**src/rtl/rtc_snapshot_ctrl.sv**
```systemverilog
// rtc_snapshot_ctrl
// Fetches the RTC/timer register bank once per VGA vertical blanking interval
// into a shadow buffer and publishes it as one coherent snapshot, so the
// display formatter never renders a mix of old and new time/date bytes.
//
// state    | meaning
// ---------+-------------------------------------------------------------
// IDLE     | waiting for the rising edge of vertical blanking
// WAIT_BUS | between reads; waits for the RTC bus, aborts if vblank ends
// REQ      | rd_req held with rd_addr stable until rd_ack or timeout
// COMMIT   | all bytes fetched; shadow copied to snap_data in one edge
// ABORT    | fetch abandoned; snap_data keeps the previous snapshot
// DONE     | one-cycle tail that drops busy before returning to IDLE

module rtc_snapshot_ctrl #(
    parameter int NUM_REGS    = 11,
    parameter int ADDR_W      = 4,
    parameter int VBLANK_LINE = 480,
    parameter int ACK_TIMEOUT = 255
) (
    input  logic                  clk,
    input  logic                  reset,
    input  logic [9:0]            pixely,
    input  logic                  bus_busy,
    output logic                  rd_req,
    output logic [ADDR_W-1:0]     rd_addr,
    input  logic                  rd_ack,
    input  logic [7:0]            rd_data,
    output logic [NUM_REGS*8-1:0] snap_data,
    output logic                  snap_valid,
    output logic                  snap_err,
    output logic                  busy
);

    localparam logic [9:0]        VB_LINE  = 10'(VBLANK_LINE);
    localparam logic [ADDR_W-1:0] IDX_LAST = ADDR_W'(NUM_REGS - 1);
    localparam logic [7:0]        TMO_MAX  = 8'(ACK_TIMEOUT);

    typedef enum logic [2:0] {
        S_IDLE,
        S_WAIT_BUS,
        S_REQ,
        S_COMMIT,
        S_ABORT,
        S_DONE
    } state_t;

    state_t state, state_nxt;

    logic                  vb, vb_r, vb_armed, start;
    logic [ADDR_W-1:0]     idx, idx_nxt;
    logic [7:0]            tmo, tmo_nxt;
    logic [NUM_REGS*8-1:0] shadow;

    logic                  rd_req_nxt;
    logic [ADDR_W-1:0]     rd_addr_nxt;
    logic                  busy_nxt;
    logic                  snap_valid_nxt;
    logic                  snap_err_nxt;
    logic                  shadow_we;
    logic                  commit;

    // vb_armed keeps a reset released in the middle of blanking from being
    // mistaken for a blanking edge: a line outside vblank must be seen first.
    assign vb    = (pixely >= VB_LINE);
    assign start = vb & ~vb_r & vb_armed;

    // Blanking edge detector registers.
    always_ff @(posedge clk or negedge reset) begin
        if (!reset) begin
            vb_r     <= 1'b0;
            vb_armed <= 1'b0;
        end else begin
            vb_r <= vb;
            if (!vb)
                vb_armed <= 1'b1;
        end
    end

    // State register.
    always_ff @(posedge clk or negedge reset) begin
        if (!reset)
            state <= S_IDLE;
        else
            state <= state_nxt;
    end

    // Next-state decode.
    always_comb begin
        state_nxt = state;
        case (state)
            S_IDLE: begin
                if (start)
                    state_nxt = S_WAIT_BUS;
            end
            S_WAIT_BUS: begin
                if (!vb)
                    state_nxt = S_ABORT;
                else if (!bus_busy)
                    state_nxt = S_REQ;
            end
            S_REQ: begin
                // An ack on the final timeout cycle still counts as success.
                if (rd_ack)
                    state_nxt = (idx == IDX_LAST) ? S_COMMIT : S_WAIT_BUS;
                else if (tmo == TMO_MAX)
                    state_nxt = S_ABORT;
            end
            S_COMMIT: state_nxt = S_DONE;
            S_ABORT:  state_nxt = S_DONE;
            S_DONE:   state_nxt = S_IDLE;
            default:  state_nxt = S_IDLE;
        endcase
    end

    // Output and datapath next-value decode.
    always_comb begin
        rd_req_nxt     = rd_req;
        rd_addr_nxt    = rd_addr;
        idx_nxt        = idx;
        tmo_nxt        = tmo;
        busy_nxt       = busy;
        snap_valid_nxt = 1'b0;
        snap_err_nxt   = 1'b0;
        shadow_we      = 1'b0;
        commit         = 1'b0;
        case (state)
            S_IDLE: begin
                if (start) begin
                    idx_nxt  = '0;
                    busy_nxt = 1'b1;
                end
            end
            S_WAIT_BUS: begin
                if (vb && !bus_busy) begin
                    rd_req_nxt  = 1'b1;
                    rd_addr_nxt = idx;
                    tmo_nxt     = '0;
                end
            end
            S_REQ: begin
                if (rd_ack) begin
                    shadow_we  = 1'b1;
                    rd_req_nxt = 1'b0;
                    if (idx != IDX_LAST)
                        idx_nxt = idx + 1'b1;
                end else if (tmo == TMO_MAX) begin
                    rd_req_nxt = 1'b0;
                end else begin
                    tmo_nxt = tmo + 8'd1;
                end
            end
            S_COMMIT: begin
                commit         = 1'b1;
                snap_valid_nxt = 1'b1;
            end
            S_ABORT: begin
                snap_err_nxt = 1'b1;
            end
            S_DONE: begin
                busy_nxt = 1'b0;
            end
            default: ;
        endcase
    end

    // Handshake, counters and status outputs.
    always_ff @(posedge clk or negedge reset) begin
        if (!reset) begin
            rd_req     <= 1'b0;
            rd_addr    <= '0;
            idx        <= '0;
            tmo        <= '0;
            busy       <= 1'b0;
            snap_valid <= 1'b0;
            snap_err   <= 1'b0;
        end else begin
            rd_req     <= rd_req_nxt;
            rd_addr    <= rd_addr_nxt;
            idx        <= idx_nxt;
            tmo        <= tmo_nxt;
            busy       <= busy_nxt;
            snap_valid <= snap_valid_nxt;
            snap_err   <= snap_err_nxt;
        end
    end

    // Shadow capture per byte; publish copies the whole buffer at once.
    always_ff @(posedge clk or negedge reset) begin
        if (!reset) begin
            shadow    <= '0;
            snap_data <= '0;
        end else begin
            if (shadow_we) begin
                for (int k = 0; k < NUM_REGS; k++) begin
                    if (idx == ADDR_W'(k))
                        shadow[k*8 +: 8] <= rd_data;
                end
            end
            if (commit)
                snap_data <= shadow;
        end
    end

endmodule

```
**config.mk**
```make
export PLATFORM = sky130hd
export DESIGN_NAME = rtc_snapshot_ctrl
export DESIGN_NICKNAME = d
export VERILOG_FILES = /design/src/rtl/rtc_snapshot_ctrl.sv
export SDC_FILE = /design/constraint.sdc
export NUM_CORES = 1
export LEC_CHECK = 0
export CAP_MARGIN = 20
export CORE_ASPECT_RATIO = 0.5
export CORE_MARGIN = 5
export CORE_UTILIZATION = 40
export DETAILED_ROUTE_END_ITERATION = 8
export GPL_TIMING_DRIVEN = 0
export MAX_ROUTING_LAYER = met4
export PLACE_DENSITY = 0.65
export RECOVER_POWER = 100
export SLEW_MARGIN = 20
export SYNTH_ARGS = -nofsm -noshare
export SYNTH_HDL_FRONTEND = slang
export SYNTH_SLANG_ARGS = --single-unit
```
**constraint.sdc**
```tcl
create_clock -name clk -period 4.04 [get_ports clk]
set_clock_uncertainty 0.2 [all_clocks]
set_input_delay 0.404 -clock clk [delete_from_list [all_inputs] [get_ports clk]]
set_output_delay 0.404 -clock clk [all_outputs]
set_load 0.005 [all_outputs]
```
# ---- Yosys cells after proc, flatten, opt, wreduce, memory -nomap -nowiden
# Index checks and enable logic that the tools add are counted.
dict set report word_totals {
  word_cells 103
  out_inout_bits 96
  input_bits 22
  ff_bits 201
}
dict set report classes {
  muxes 25
  add_sub_neg 2
  n_bitwise 3
  reduce_logical 25
  order_cmp 1
  n_eq_ne 25
}
# op n
set ops {}
lappend ops {{$reduce_and 2->1} 13}
lappend ops {{$mux 8} 3}
lappend ops {{$eq 4x3->1 const B} 4}
lappend ops {{$pmux 8 s2} 1}
lappend ops {{$mux 3} 5}
lappend ops {{$eq 4x4->1 const B} 3}
lappend ops {{$mux 4} 3}
lappend ops {{$ne 2x2->1 const B} 6}
lappend ops {{$pmux 3 s4} 1}
lappend ops {{$ge 10x9->1 const B} 1}
lappend ops {{$add 8x1->8 const B} 1}
lappend ops {{$eq 4x2->1 const B} 2}
lappend ops {{$eq 8x8->1 const B} 1}
lappend ops {{$mux 1} 8}
lappend ops {{$pmux 4 s2} 1}
lappend ops {{$reduce_and 4->1} 2}
lappend ops {{$eq 3x2->1 const B} 2}
lappend ops {{$eq 3x3->1 const B} 2}
lappend ops {{$ne 3x3->1 const B} 2}
lappend ops {{$reduce_and 3->1} 2}
lappend ops {{$reduce_bool 2->1} 3}
lappend ops {{$add 4x1->4 const B} 1}
lappend ops {{$eq 4x1->1 const B} 1}
lappend ops {{$logic_not 4->1} 1}
lappend ops {{other kinds (10)} 12}

# ---- Logic depth before layout (Yosys ltp)
# Gate-level depths: netlist of run 1.
dict set report depth {
  word_depth 5
  depth_mapped 8
  depth_no_buf 5
}

# ---- Worst setup path after synthesis of run 1
# Ideal clock, no wire load.
dict set report synth_timing {
  path_kind {input to register}
  start {input port rd_ack}
  end {register shadow[40]}
  setup_ns 0.125
  path_buffers 3
  setup_slack_ns 2.046
  arrival_time_ns 1.669
  t_required_ns 3.715
  cell_stages 7
  cell_sequence {buf_2 and4bb_2 buf_4 and3b_1 buf_2 nand2_2 mux2_2}
}
dict set report synth_between {
  elab_chain_cells 3
}
# element line_no
set synth_lines {}
lappend synth_lines {{from (decl)} 27} ;# input logic rd_ack,
lappend synth_lines {{$mux 1} 142} ;# if (rd_ack) begin
lappend synth_lines {{$mux 1} 127} ;# case (state)
lappend synth_lines {{$reduce_and 2->1 (no line)} n/a}
lappend synth_lines {{to (signal, indexed assignment)} 197} ;# shadow[k*8 +: 8] <= rd_data;
lappend synth_lines {{to (decl)} 53} ;# logic [NUM_REGS*8-1:0] shadow;
# No other way between the ends.
# A chain may end at the register's enable or synchronous reset.

# ---- Worst setup path in the final report of run 1
dict set report layout_timing {
  start {register state[0]}
  end {register shadow[0]}
}
dict set report layout_between {
  elab_chain_cells 3
}
# element line_no
set layout_lines {}
lappend layout_lines {{from (decl)} 48} ;# state_t state, state_nxt;
lappend layout_lines {{from (signal assigned)} 85} ;# state <= state_nxt;
lappend layout_lines {{$eq 3x2->1} 127}
lappend layout_lines {{$mux 1} 127}
lappend layout_lines {{$reduce_and 2->1 (no line)} n/a}
# No other way between the ends.

==> results of run 1 <==
[final cells by class]
type / count / share of cell area (%)
buffer: 39 / 1.51
clock buffer: 30 / 5.86
clock inverter: 3 / 0.437
inverter: 5 / 0.187
multi-input combinational: 466 / 26.8
sequential: 201 / 50.2
tap: 266 / 3.32
timing repair buffer: 114 / 11.7
[per-stage QoR]
stage | std cells | total power [mW]
2_1_floorplan | 711 | 2.72
3_3_place_gp | 1088 | 3.07
5_1_grt | 1124 | 5.03
4_1_cts | 1124 | 4.90
3_5_place_dp | 1090 | 3.09
6_report | 1124 | 4.78
[worst paths after layout]
path                            startpoint             to  slack [ns]
worst max-delay path              state[0]      shadow[0]        0.93
worst min-delay path                rd_ack         idx[1]        0.24
worst max register to register    state[0]      shadow[0]        0.93
worst min register to register  shadow[58]  snap_data[58]        0.25
max in group asynchronous            reset     shadow[37]        1.47
min in group asynchronous            reset         tmo[0]        0.75
[worst min-delay path, delay by kind of cell]
kind	cells	cell delay [ns]
buf+inv	1	0.18
compound gates	2	0.29
[routing by layer]
metal	share of wire [%]	vias up	routed length [um]	track usage, %
met1	46	2725	8390	22.2
met5	0	-	0	-
met4	1.4	0	254	3.02
met2	48	81	8780	27.2
li1	-	2596	-	-
met3	3.8	24	695	2.88
[where the power goes]
part           leakage [nW]  switching (mW)  total (mW)  internal (mW)
Sequential             2.77           0.103        2.30           2.20
Combinational          2.33           0.382       0.691          0.309
Clock                 0.312           0.730        1.79           1.06
Total                  5.41            1.21        4.78           3.57
[state kept, by name, summed over array words and instances, names as in the netlist]
name,cells
rd_req,1
busy,1
vb_armed,1
idx,4
state,3
snap_err,1
snap_data,88
rd_addr,4
snap_valid,1
shadow,88
vb_r,1
tmo,8
[cells in the final DEF (no fill, tap or decap), drive strengths merged, types with 4 or more instances in the layout]
master           n
o21ai           12
a22o             6
clkdlybuf4s50   13
nand2          294
mux2            89
dfrtp          201
buf              6
clkbuf          66
nor2             4
a21oi            5
inv              6
nand3           11
ha               5
dlygate4sd3     98
[logic make-up (layout without fill, tap and decap cells)]
| family | count (synthesis) | count (layout) | synth area share (%) |
|---|---|---|---|
| flops | 201 | 201 | 63.4 |
| simple gates | 333 | 333 | 17.5 |
| mux | 92 | 92 | 13.0 |
| compound gates | 36 | 36 | 3.00 |
| buf+inv | 44 | 191 | 2.27 |
| fa+ha+maj | 5 | 5 | 0.789 |
[timing repair]
action,CTS,global route
endpoints found under the setup margin,0,0
hold endpoints to repair,70,0
hold buffers,1,0
resized for setup,0,0
==> run summary, run 1 <==
The highest attainable clock frequency came out at 321 MHz. The number of buffers on the longest clock path is 3. The number of antenna violations at the first check in global routing is 0. Of all flip-flops after synthesis, the portion carrying an async set or reset was 100%. From bottom edge to top edge, the die measures 110 um.

The dominant synthesized flop cell is sky130_fd_sc_hd__dfrtp_1. The register cell area after layout came out at about 5000 um^2. The number of max-slew violations in the final report came out at a little over 70. The die covers 22900 um^2.

The worst setup slack after layout is 0.929 ns. The post-placement setup slack came out at about 1.6 ns. Counting flops and latches in the post-synthesis netlist gives approximately 200.

Sorting the synthesized cells by how often they occur yields sky130_fd_sc_hd__nand2_1, sky130_fd_sc_hd__dfrtp_1, sky130_fd_sc_hd__mux2_2. The sum of negative setup slack came out at 0 ns. The count of filler cells inserted in the layout is between 1500 and 2000. The worst setup path is of the reg2reg kind. For this design the top-level I/O count stands at 118.

The area of the multi-input gates came out at 2680 um^2. Walking the worst path, the cells encountered are clkbuf_1 -> and4bb_2 -> clkbuf_1 -> nand2_1 -> nor3_1 -> mux2_2. Counting every sink on the clock net gives 201.

Clock-pin slew was measured on the worst setup and hold paths at approximately 0.06 ns. Counting the buffers created by CTS gives 19. The worst setup path is launched from a flop. TritonCTS built the clock tree. The actual transition at the worst max-transition pin came out at around 1.8 ns.

The net count of the finished layout is between 800 and 900. The buffers plus inverters on the worst setup path came out at 2. The checks that failed: capacitance limit, slew limit.

The number of cells on the worst hold path came out at 3. The delay of the slowest cell on the worst path is 1.13 ns. The total of endpoints with negative setup slack in the final report is 0. Of the cells placed in the final design, the portion with a size suffix greater than 1 is 14.8%.

In this run the horizontal extent of the chip is between 200 and 250 um. The total global routing overflow came out at 0. The largest fanout of any net on the critical path came out at 8. The growth of design area from synthesis to finish came out at 26.2%. The overall via count from detail_route came out at 5426. The run finished, with violations left. After detailed routing, the number of vias per cell comes to roughly 4.8. For the worst-skew pair, the clock arrives at the later sink with an insertion delay of between 0.4 and 0.5 ns.

VDD sags by at most about 240 uV. Yosys instantiated no cell more often than sky130_fd_sc_hd__nand2_1. The iteration-0 DRC count of the detailed router is around 230. The post-detailed-placement cell area is 9440 um^2. Yosys mapped the design onto between 40 and 50 distinct sky130hd cell types. In this design, the critical path's most frequently occurring cell is sky130_fd_sc_hd__clkbuf_1. The static leakage power came out at about 5.4 nW. The net count after synthesis came out at 738. The number of warnings issued by yosys came out at 0. The kind of cell with the highest combined delay along the critical path is simple AND/OR/NAND/NOR gates. The area of the placeable core came out at 19500 um^2. The remaining max-slew budget at the tightest pin is -19.9%. The worst setup path is captured at a flop. The final antenna diode count is 0. The core utilization of the finished layout is 51.5%. The post-layout instance area came out at 10000 um^2. The average routed wire per standard cell is 16.1 um. In this run the remaining antenna-violating nets after routing total 0. The area fraction of the dominant cell type after synthesis is 63.4%. The number of hold-slack violations in the final timing report was 0.

The number of design rule violations left after detail routing is 0. CTS placed an instance of sky130_fd_sc_hd__clkbuf_16 at the clock tree root. The total power density per cell area came out at 478 nW/um^2. The required time reported for the critical path endpoint is roughly 4.2 ns. Sorting the synthesized cells by area gives the leading types as sky130_fd_sc_hd__dfrtp_1, sky130_fd_sc_hd__nand2_1, sky130_fd_sc_hd__mux2_2.

The mean post-synth cell area is 11.2 um^2. The max-capacitance violation count came out at 2. The type of the tightest min-delay check is in2reg.

For this design, the slowest cell found on the critical path is sky130_fd_sc_hd__nor3_1. The cell area after synthesis is 7930 um^2. The number of buffer cells added on primary ports is approximately 110.

The sequential element share of the synthesized area is a little under two thirds. The placement row count came out at 36. The largest net degree at the start of global routing came out at 72. The last weighted congestion value of the routability-driven placer is 0.810.

Setup repair after global routing left no endpoint under its margin. The all-layer global routing usage came out at between 15 and 20%. The final critical delay including setup and external delays came out at 3.11 ns. The cell type with the largest total area after synthesis is sky130_fd_sc_hd__dfrtp_1.

The period utilization is 77.0%. The number of optimization iterations in the first detailed-route pass is 4. The worst reg-to-reg path cell count came out at 6. The final-layout worst hold slack is 0.236 ns.

The number of cells on the critical path came out at 6. Yosys mapped a number of flops with a built-in enable equal to 0. The initial core utilization is roughly two fifths.

The via count of the first global-routing pass came out at 5559. The cell count after synthesis came out at 711. The arrival time reported for the critical path endpoint is 3.27 ns. The first-pass GRT wire length came out at 29.6 mm. The CTS H-tree depth came out at 1.

The number of buffers added for setup after CTS came out at 0. The wire-length estimate of the detail-placed layout is 12.4 mm. Summed over all layers, the routed wires come to about 18 mm.
(Power assumes the default switching activity.)
==> run 2, diff against run 1 <==
- clock period: 4.04 -> 3.16 ns (I/O delays scaled with it)
==> run 2 against run 1 <==
The flow now finishes without violations; critical endpoint unchanged; sequential power increased by 28%; worst setup slack worse by 0.37 ns; global-route usage unchanged; power up 28%; register-to-register slack got worse by 0.37 ns; critical path type unchanged; highest routed layer unchanged; sequential cell count did not move.
==> run summary, run 2 (synthesis results as in run 1) <==
Result of the run: finished clean (was finished, violations left). The number of optimization iterations in the first detailed-route pass came out at 4 (unchanged). The placement row count is 36 (unchanged). The clock latency reported for the late side of the worst-skew pair came out at 0.49 ns (about the same). The total global routing overflow came out at 0 (unchanged). The final net count came to 873 (unchanged).

The most common cell after layout, fill and taps aside is sky130_fd_sc_hd__nand2_1 (unchanged). The arrival time reported for the critical path endpoint was 2.77 ns (was 3.27 ns). The number of cells on the worst hold path is 3 (unchanged). The count of nets left with antenna violations after detail routing is 0 (unchanged).

The number of hold-slack violations in the final timing report was 0 (unchanged). The floorplan die area was 22900 um^2 (unchanged). The total clock sinks is 201 (unchanged).

The area of the placeable core is 19500 um^2 (unchanged). The share of cells above drive strength 1 is 15.4% (was 14.8%). Most frequent cells in the layout: sky130_fd_sc_hd__nand2_1, sky130_fd_sc_hd__dfrtp_1, sky130_fd_sc_hd__dlygate4sd3_1 (unchanged). The horizontal die dimension is 209 um (unchanged). The count of boundary I/O pins is 118 (unchanged). The required time reported for the critical path endpoint came out at 3.32 ns (was 4.20 ns).

The number of buffers created by CTS came out at 19 (unchanged). The final antenna diode count came out at 0 (unchanged). The number of buffer cells added on primary ports came out at 111 (unchanged). The endpoint class of the critical path is a flop (unchanged). The post-cts gate resize count came out at 0 (unchanged).

The growth of design area from synthesis to finish is 26.3% (was 26.2%). The CTS H-tree depth came out at 1 (unchanged). The number of antenna violations at the first check in global routing is 0 (unchanged). The count of filler cells inserted in the layout came out at 1757 (was 1759). The number of max-slew violations in the final report came out at 0 (was 72). The worst voltage drop across the vdd grid is 308 uV (was 241 uV). The average routed wire per standard cell came out at 16.1 um (about the same).

The actual transition at the worst max-transition pin came out at 0.950 ns (was 1.80 ns). RSZ-0062 raised after global routing: false (unchanged). The sum of negative setup slack is 0 ns (unchanged). The routed wire length is 18.1 mm (about the same). The largest net degree at the start of global routing came out at 72 (unchanged). The initial core utilization came to 40.8% (unchanged).

The type of the tightest min-delay check was in2reg (unchanged). The clock-pin slew on the worst setup and hold paths is 0.06 ns (about the same). The worst reg-to-reg path cell count is 6 (unchanged). The overall via count from detail_route is 5458 (was 5426). The total power density per cell area came out at 611 nW/um^2 (was 478 nW/um^2). The number of buffers on the longest clock path came to 3 (unchanged). The iteration-0 DRC count of the detailed router is 275 (was 234). The cell at the root of the clock tree was sky130_fd_sc_hd__clkbuf_16 (unchanged). The max-capacitance violation count came out at 0 (was 2). The worst setup slack for register-to-register paths is 0.56 ns (was 0.93 ns). The kind of critical path is reg2reg (unchanged).

The all-layer global routing usage is 16.5% (unchanged). The number of design rule violations left after detail routing is 0 (unchanged). The total of endpoints with negative setup slack in the final report is 0 (unchanged).

The period utilization is 82.4% (was 77.0%). The first-pass GRT wire length is 29.6 mm (unchanged). The final critical delay including setup and external delays came to 2.60 ns (was 3.11 ns). The height of the chip came out at 110 um (unchanged).

The core utilization of the finished layout is 51.5% (about the same). Registers with the most flip-flops: shadow (88), snap_data (88), tmo (8) (unchanged). The startpoint type of the worst setup path was a flop (unchanged). The detailed placer's ending HPWL is 12.4 mm (unchanged).

The number of vias per cell is 4.86 (was 4.83). The static leakage power is 5.42 nW (was 5.41 nW). The via count of the first global-routing pass was 5559 (unchanged). The last weighted congestion value of the routability-driven placer is 0.810 (unchanged). The remaining max-slew budget at the tightest pin came out at 36.7% (was -19.9%). The CTS tree is done (unchanged).

The highest attainable clock frequency was 384 MHz (was 321 MHz). The largest fanout of any net on the critical path is 8 (unchanged).
run 2: path summary, 6_finish.rpt:
check	to	start
max	shadow[0]	state[0]
min	idx[1]	rd_ack
max reg2reg	shadow[0]	state[0]
min reg2reg	snap_data[64]	shadow[64]
max in group asynchronous	snap_data[44]	reset
min in group asynchronous	tmo[0]	reset
run 2: power breakdown:
group	leakage [nW]	total (mW)	internal (mW)	switching (mW)
clock	0.312	2.29	1.36	0.934
sequential	2.77	2.95	2.81	0.132
combinational	2.33	0.884	0.394	0.490
run 2: cell type report:
cell class	instances	area (um^2)	share of cell area, %
buffer	39	153	1.52
sequential	201	5030	50.2
clock inverter	3	43.8	0.437
multi-input combinational	466	2690	26.9
clock buffer	30	587	5.86
inverter	5	18.8	0.187
timing repair buffer	114	1160	11.6
tap	266	333	3.32
run 2: routing by layer:
layer	share of wire, %	wire (um)	GRT usage [%]	up-vias
li1	-	-	-	2597
met1	47	8490	22.2	2746
met2	48	8730	27.2	91
met3	3.7	674	2.88	24
met4	1.4	248	3.02	0
met5	0	0	-	-
run 2: what timing repair did:
action                    4_1_cts  5_1_grt
hold endpoints to repair       70        0
buffers inserted                0        0
hold buffers                    1        0
run 2: metrics by stage:
stage / area, um^2 / setup slack [ns] / hold slack, ns / std cells / power [mW]
after floorplan: 7930 / 1.24 / -0.180 / 711 / 3.48
after global placement: 9380 / -6.64 / 0.242 / 1088 / 3.92
after detailed placement: 9440 / 0.793 / 0.118 / 1090 / 3.95
after CTS: 10100 / 0.790 / 0.135 / 1124 / 6.26
after global routing: 10000 / 0.368 / 0.167 / 1124 / 6.43
final: 10000 / 0.556 / 0.148 / 1124 / 6.12
run 2: worst max-delay path, stage by stage, from the launching register on:
cell	delay (ns)
sky130_fd_sc_hd__dfrtp_1	0.35
sky130_fd_sc_hd__clkbuf_1	0.18
sky130_fd_sc_hd__and4bb_2	0.32
sky130_fd_sc_hd__clkbuf_1	0.29
sky130_fd_sc_hd__nand2_1	0.11
sky130_fd_sc_hd__nor3_2	0.63
sky130_fd_sc_hd__mux2_2	0.41
==> run 3, diff against run 2 <==
- clock period: 3.16 -> 2.7 ns (I/O delays scaled with it)
==> run 3 against run 2 <==
Fmax up 6.2%; hold slack worse by 0.045 ns; sequential cell count is the same; worst setup slack lost 0.31 ns; critical path depth grew 1; first-iteration DRC count fell by 2.9%; global-route usage unchanged; largest cell class unchanged.
==> run summary, run 3 (synthesis results as in run 1) <==
The post-placement setup slack came out at 0.335 ns (was 0.793 ns). The all-layer global routing usage is 16.5% (unchanged). The total power density per cell area is 714 nW/um^2 (was 611 nW/um^2). The last weighted congestion value of the routability-driven placer was 0.810 (unchanged). The average routed wire per standard cell came out at 16.1 um (about the same). The number of buffers on the longest clock path came out at 3 (unchanged).

The horizontal die dimension is 209 um (unchanged). The cell at the root of the clock tree is sky130_fd_sc_hd__clkbuf_16 (unchanged). The startpoint of the worst setup timing path was state[0] (unchanged). The actual transition at the worst max-transition pin is 0.877 ns (was 0.950 ns). Critical Path, Cell by Cell: clkbuf_1 -> and4bb_2 -> clkbuf_1 -> and3b_1 -> clkbuf_1 -> nand2_1 -> mux2_2 (was clkbuf_1 -> and4bb_2 -> clkbuf_1 -> nand2_1 -> nor3_2 -> mux2_2). The via count of the first global-routing pass is 5559 (unchanged). The startpoint type of the worst setup path is a flop (unchanged). The largest fanout of any net on the critical path is 8 (unchanged). The final antenna diode count came out at 0 (unchanged). The CTS H-tree depth is 1 (unchanged). The post-detailed-placement cell area came out at 9440 um^2 (unchanged). The endpoint class of the critical path is a flop (unchanged). Most frequent cells in the layout: sky130_fd_sc_hd__nand2_1, sky130_fd_sc_hd__dfrtp_1, sky130_fd_sc_hd__dlygate4sd3_1 (unchanged).

The number of vias per cell was 4.84 (was 4.86). The total power came out at 7.17 mW (was 6.12 mW). The detailed placer's ending HPWL came out at 12.4 mm (unchanged).

The post-layout instance area is 10000 um^2 (about the same). The growth of design area from synthesis to finish was 26.4% (was 26.3%). The critical-path cell with the highest stage delay is sky130_fd_sc_hd__mux2_2 (was sky130_fd_sc_hd__nor3_2).

The total global routing overflow is 0 (unchanged). The type of the tightest min-delay check is in2reg (unchanged). The total clock sinks came out at 201 (unchanged). The period utilization came out at 90.9% (was 82.4%). The number of optimization iterations in the first detailed-route pass is 4 (unchanged). The clock-pin slew on the worst setup and hold paths was 0.06 ns (about the same). The placement row count came out at 36 (unchanged). The number of buffer cells added on primary ports is 111 (unchanged). The worst voltage drop across the vdd grid was 362 uV (was 308 uV). The total of endpoints with negative setup slack in the final report came out at 0 (unchanged). The final critical delay including setup and external delays came out at 2.45 ns (was 2.60 ns). The final net count was 873 (unchanged). The number of buffers created by CTS came out at 19 (unchanged).

The overall via count from detail_route is 5435 (was 5458). The number of buffers added for setup after CTS is 0 (unchanged). The number of hold-slack violations in the final timing report is 0 (unchanged).

The cell with the most instances on the worst path was sky130_fd_sc_hd__clkbuf_1 (unchanged). The static leakage power came out at 5.42 nW (about the same). The most common cell after layout, fill and taps aside is sky130_fd_sc_hd__nand2_1 (unchanged). The arrival time reported for the critical path endpoint came to 2.63 ns (was 2.77 ns). The count of boundary I/O pins is 118 (unchanged). Result of the run: finished clean (unchanged). The beginning of the worst hold path is rd_ack (unchanged). The quantity of hold-fixing buffers added after cts came out at 1 (unchanged). The origin of the critical flop-to-flop path is state[0] (unchanged). The first-pass GRT wire length is 29.6 mm (unchanged).

The max-capacitance violation count was 0 (unchanged). The delay of the slowest cell on the worst path is 0.38 ns (was 0.63 ns). RSZ-0062 raised after global routing: false (unchanged).

The iteration-0 DRC count of the detailed router came out at 267 (was 275). The routed wire length came out at 18.1 mm (about the same). The clock latency reported for the late side of the worst-skew pair is 0.49 ns (about the same).

The remaining max-slew budget at the tightest pin is 41.5% (was 36.7%). The floorplan die area came out at 22900 um^2 (unchanged). The kind of critical path is reg2reg (unchanged). The post-cts gate resize count came out at 0 (unchanged). The number of max-slew violations in the final report is 0 (unchanged).

The height of the chip was 110 um (unchanged). The highest attainable clock frequency came out at 408 MHz (was 384 MHz). The required time reported for the critical path endpoint is 2.88 ns (was 3.32 ns). The number of design rule violations left after detail routing is 0 (unchanged). The count of nets left with antenna violations after detail routing is 0 (unchanged). The share of cells above drive strength 1 was 15.7% (was 15.4%). The initial core utilization is 40.8% (unchanged). Registers with the most flip-flops: shadow (88), snap_data (88), tmo (8) (unchanged). The area of the placeable core is 19500 um^2 (unchanged). The number of antenna violations at the first check in global routing is 0 (unchanged).

The CTS tree is done (unchanged). The worst setup slack after layout came out at 0.247 ns (was 0.556 ns). The largest net degree at the start of global routing is 72 (unchanged).
==> run 3: where the power goes <==
part	switching [mW]	internal (mW)
Combinational	0.574	0.463
Clock	1.09	1.59
Sequential	0.154	3.29
==> run 3: final cells by class <==
type	instances	area, um^2
Multi-Input combinational cell	466	2700
Tap cell	266	333
Inverter	5	18.8
Fill cell	1754	9430
Clock inverter	3	43.8
Sequential cell	201	5030
Timing Repair Buffer	114	1160
Buffer	39	155
Clock buffer	30	587
==> run 3: path summary, 6_finish.rpt <==
check	cells after the start	end	slack, ns
setup / recovery	7	shadow[40]	0.25
hold / removal	3	idx[1]	0.10
setup reg to reg	7	shadow[40]	0.25
hold reg to reg	2	snap_data[58]	0.25
max in group asynchronous	4	snap_data[44]	0.60
min in group asynchronous	2	tmo[0]	0.13
==> run 3: layer usage <==
metal  vias to the layer above  wire length, um  global-route usage (%)
met5                         -                0                       -
met4                         0              254                    3.02
met3                        24              659                    2.88
met2                        84             8690                    27.2
met1                      2729             8530                    22.2
li1                       2598                -                       -
==> run 3: stage by stage <==
| stage | hold slack [ns] | util (%) | std cells | setup TNS (ns) |
|---|---|---|---|---|
| 5_1_grt | 0.121 | 51.6 | 1124 | 0 |
| 6_report | 0.103 | 51.6 | 1124 | 0 |
| 3_3_place_gp | 0.242 | 48.2 | 1088 | -1414.75 |
| 2_1_floorplan | -0.226 | - | 711 | 0 |
| 3_5_place_dp | 0.0719 | 48.5 | 1090 | 0 |
| 4_1_cts | 0.0889 | 51.8 | 1124 | 0 |
==> run 3: critical path: cells and delay by family, from the launching register on <==
kind	cells	cell delay, ns
AND/OR/NAND/NOR	3	0.82
flip-flops	1	0.35
multiplexers	1	0.38
buffers and inverters	3	0.61
==> patch (config.mk and constraints of run 3) <==
`ADDR_W`: 4 -> 5.
--- a/src/rtl/rtc_snapshot_ctrl.sv
+++ b/src/rtl/rtc_snapshot_ctrl.sv
@@ -15,5 +15,5 @@
 module rtc_snapshot_ctrl #(
     parameter int NUM_REGS    = 11,
-    parameter int ADDR_W      = 4,
+    parameter int ADDR_W      = 5,
     parameter int VBLANK_LINE = 480,
     parameter int ACK_TIMEOUT = 255
Interface: changed (resized rd_addr); port bits go from 118 to 119. The function was not compared with the original's and may differ.
==> patch against run 3 <==
- total power increased by 8.2%
- global-route usage decreased by 0.92 points
- sequential cell count increased by 2
- sequential power increased by 4%
- setup slack got worse by 0.072 ns
- area after synthesis increased by 1.2%
- maximum frequency decreased by 2.8%
- cell area increased by 1.2%
- routed wire length decreased by 4.3%
- worst hold slack got worse by 0.059 ns
- largest power group unchanged
- highest routed layer unchanged
==> patch: results (changes against run 3) <==
Regs by FF count=shadow: 88 flops, snap_data: 88 flops, tmo: 8 flops; Mapped Nets=564 (-24%); mux cell area share after synthesis=0.252 (+0.122); global placer's final weighted congestion=0.825 (+1.9%); sequential area share after synthesis=0.633 (-0.00118); Synth Area in XOR/XNOR=0.00109 (+0.00109); drc violations=0 (unchanged); Synth Area in Compound Gates=0.0299 (-0.0000385); Top delay family on crit path=buffers and inverters; Int Power=5.78 mW (+8.1%); largest net degree at the start of global routing=96 (+33%); CP max-delay cell=clkbuf_1; pre-CTS WS=-0.223 ns (-0.558 ns); DRT iter0 DRCs=167 (-37%); Area contributors post-synth=dfrtp_1 63%, mux2_2 25%, nand2_1 1.3%; Clock Latency Late Sink=0.49 ns (about the same); fraction of registers with async set/reset=1.00 (unchanged); Clock Path Buffers=3 (unchanged); YS warnings=0 (unchanged); drt wl/cell=18.2 um (+13%); vias in the first global route=4941 (-11%); DR pass1 iterations=4 (unchanged); initial antenna violation count=0 (unchanged); Post-synth top cells=203 x dfrtp_1, 176 x mux2_2, 28 x nand2_1, 19 x clkbuf_1, 12 x o21ai_0; via-per-instance ratio=5.04 (+4.2%); CTS clock-pin slew for the worst setup and hold paths=0.06 ns (about the same); CP peak stage delay=0.49 ns (+0.11 ns); DP HPWL=11800 um (-5.3%); P_leak=5.16 nW (-4.9%); crit-path max FO=10 (+2); Final #Nets=702 (-20%); GR Util All Layers=0.156 (-0.00918); share of layout cells above drive strength 1=0.318 (+0.160); actual slew at the worst max-slew pin=0.998 ns (+0.120 ns); post_cts resized=0 (unchanged); fin crit period=2.52 ns (+0.0718 ns); CTS Buf Count=20 (+1); clk root buf=clkbuf_16; ys flop type=dfrtp_1; first-pass GRT wire length=27600 um (-6.6%); H-Tree Depth=1 (unchanged); Synth Area in Adders=0.00779 (-0.0000922); Post-CTS Setup Bufs=0 (unchanged); status=completed; port bufs=113 (+1.8%); Crit path arrival time=2.70 ns (+0.07 ns); # diodes=0 (unchanged); worst vdd ir=328 uV (-9.4%); library cells used by synthesis=46 (+2.2%); Hold WC Path Type=input pin to asynchronous set/reset pin
## patch: changes by cell type after synthesis, sizes merged, moves of 3 or more
cell,delta
nand2,-266
mux2,+87
clkbuf,-10
nor2,+3
a21oi,+3
nor2b,+5
buf,-3
a22o,-4
## patch: cell type report
cell class	count	area [um^2]
clock buffers	28	562
fillers	1679	9440
well taps	266	333
inverters	6	22.5
clock inverters	5	77.6
plain buffers	26	109
repair buffers	116	1180
flip-flops and latches	203	5080
multi-input cells	302	2790
## patch: layer usage
metal,GRT usage,up-vias,share of wire
met3,0.0303,17,0.041
met4,0.0247,0,0.0092
met5,-,-,0
li1,-,2195,-
met2,0.260,80,0.49
met1,0.207,2504,0.46
## patch: cells by family after synthesis
family                   after synthesis
AO/OA/AOI/OAI                         35
XOR/XNOR                               1
adder cells (fa/ha/maj)                5
buffers and inverters                 32
flip-flops                           203
multiplexers                         180
AND/OR/NAND/NOR                       81
## patch: worst paths after layout
check                           slack [ns]            to  cells after the start  startpoint
worst max-delay path                  0.18  snap_data[0]                      5    state[1]
min in group clk                      0.23    shadow[26]                      2  rd_data[2]
worst min-delay path                  0.04      vb_armed                      2       reset
worst min register to register        0.28      vb_armed                      1    vb_armed
max in group asynchronous             0.61    shadow[76]                      4       reset
worst max register to register        0.18  snap_data[0]                      5    state[1]
## patch: power by group through the flow
stage,logic (mW),clock network [mW],registers [mW]
global placement,1.49,0,3.65
CTS,1.53,2.82,3.60
detailed placement,1.53,0,3.65
global route,1.57,2.95,3.63
finish,1.42,2.75,3.58
floorplan,0.826,0,3.62
## patch: repair_timing
action	in CTS	in global routing
hold buffers	1	0
endpoints found under the setup margin	0	0
hold endpoints to repair	108	0
## patch: metrics by stage
step	hold WS (ns)	area (um^2)	utilization	total power, mW	std cells
global placement	0.264	9490	0.484	5.14	916
CTS	0.0540	10200	0.521	7.95	952
detailed placement	-0.0254	9550	0.487	5.18	918
global route	0.0761	10200	0.518	8.14	952
floorplan	-0.226	8030	-	4.45	537
finish	0.0442	10200	0.518	7.75	952
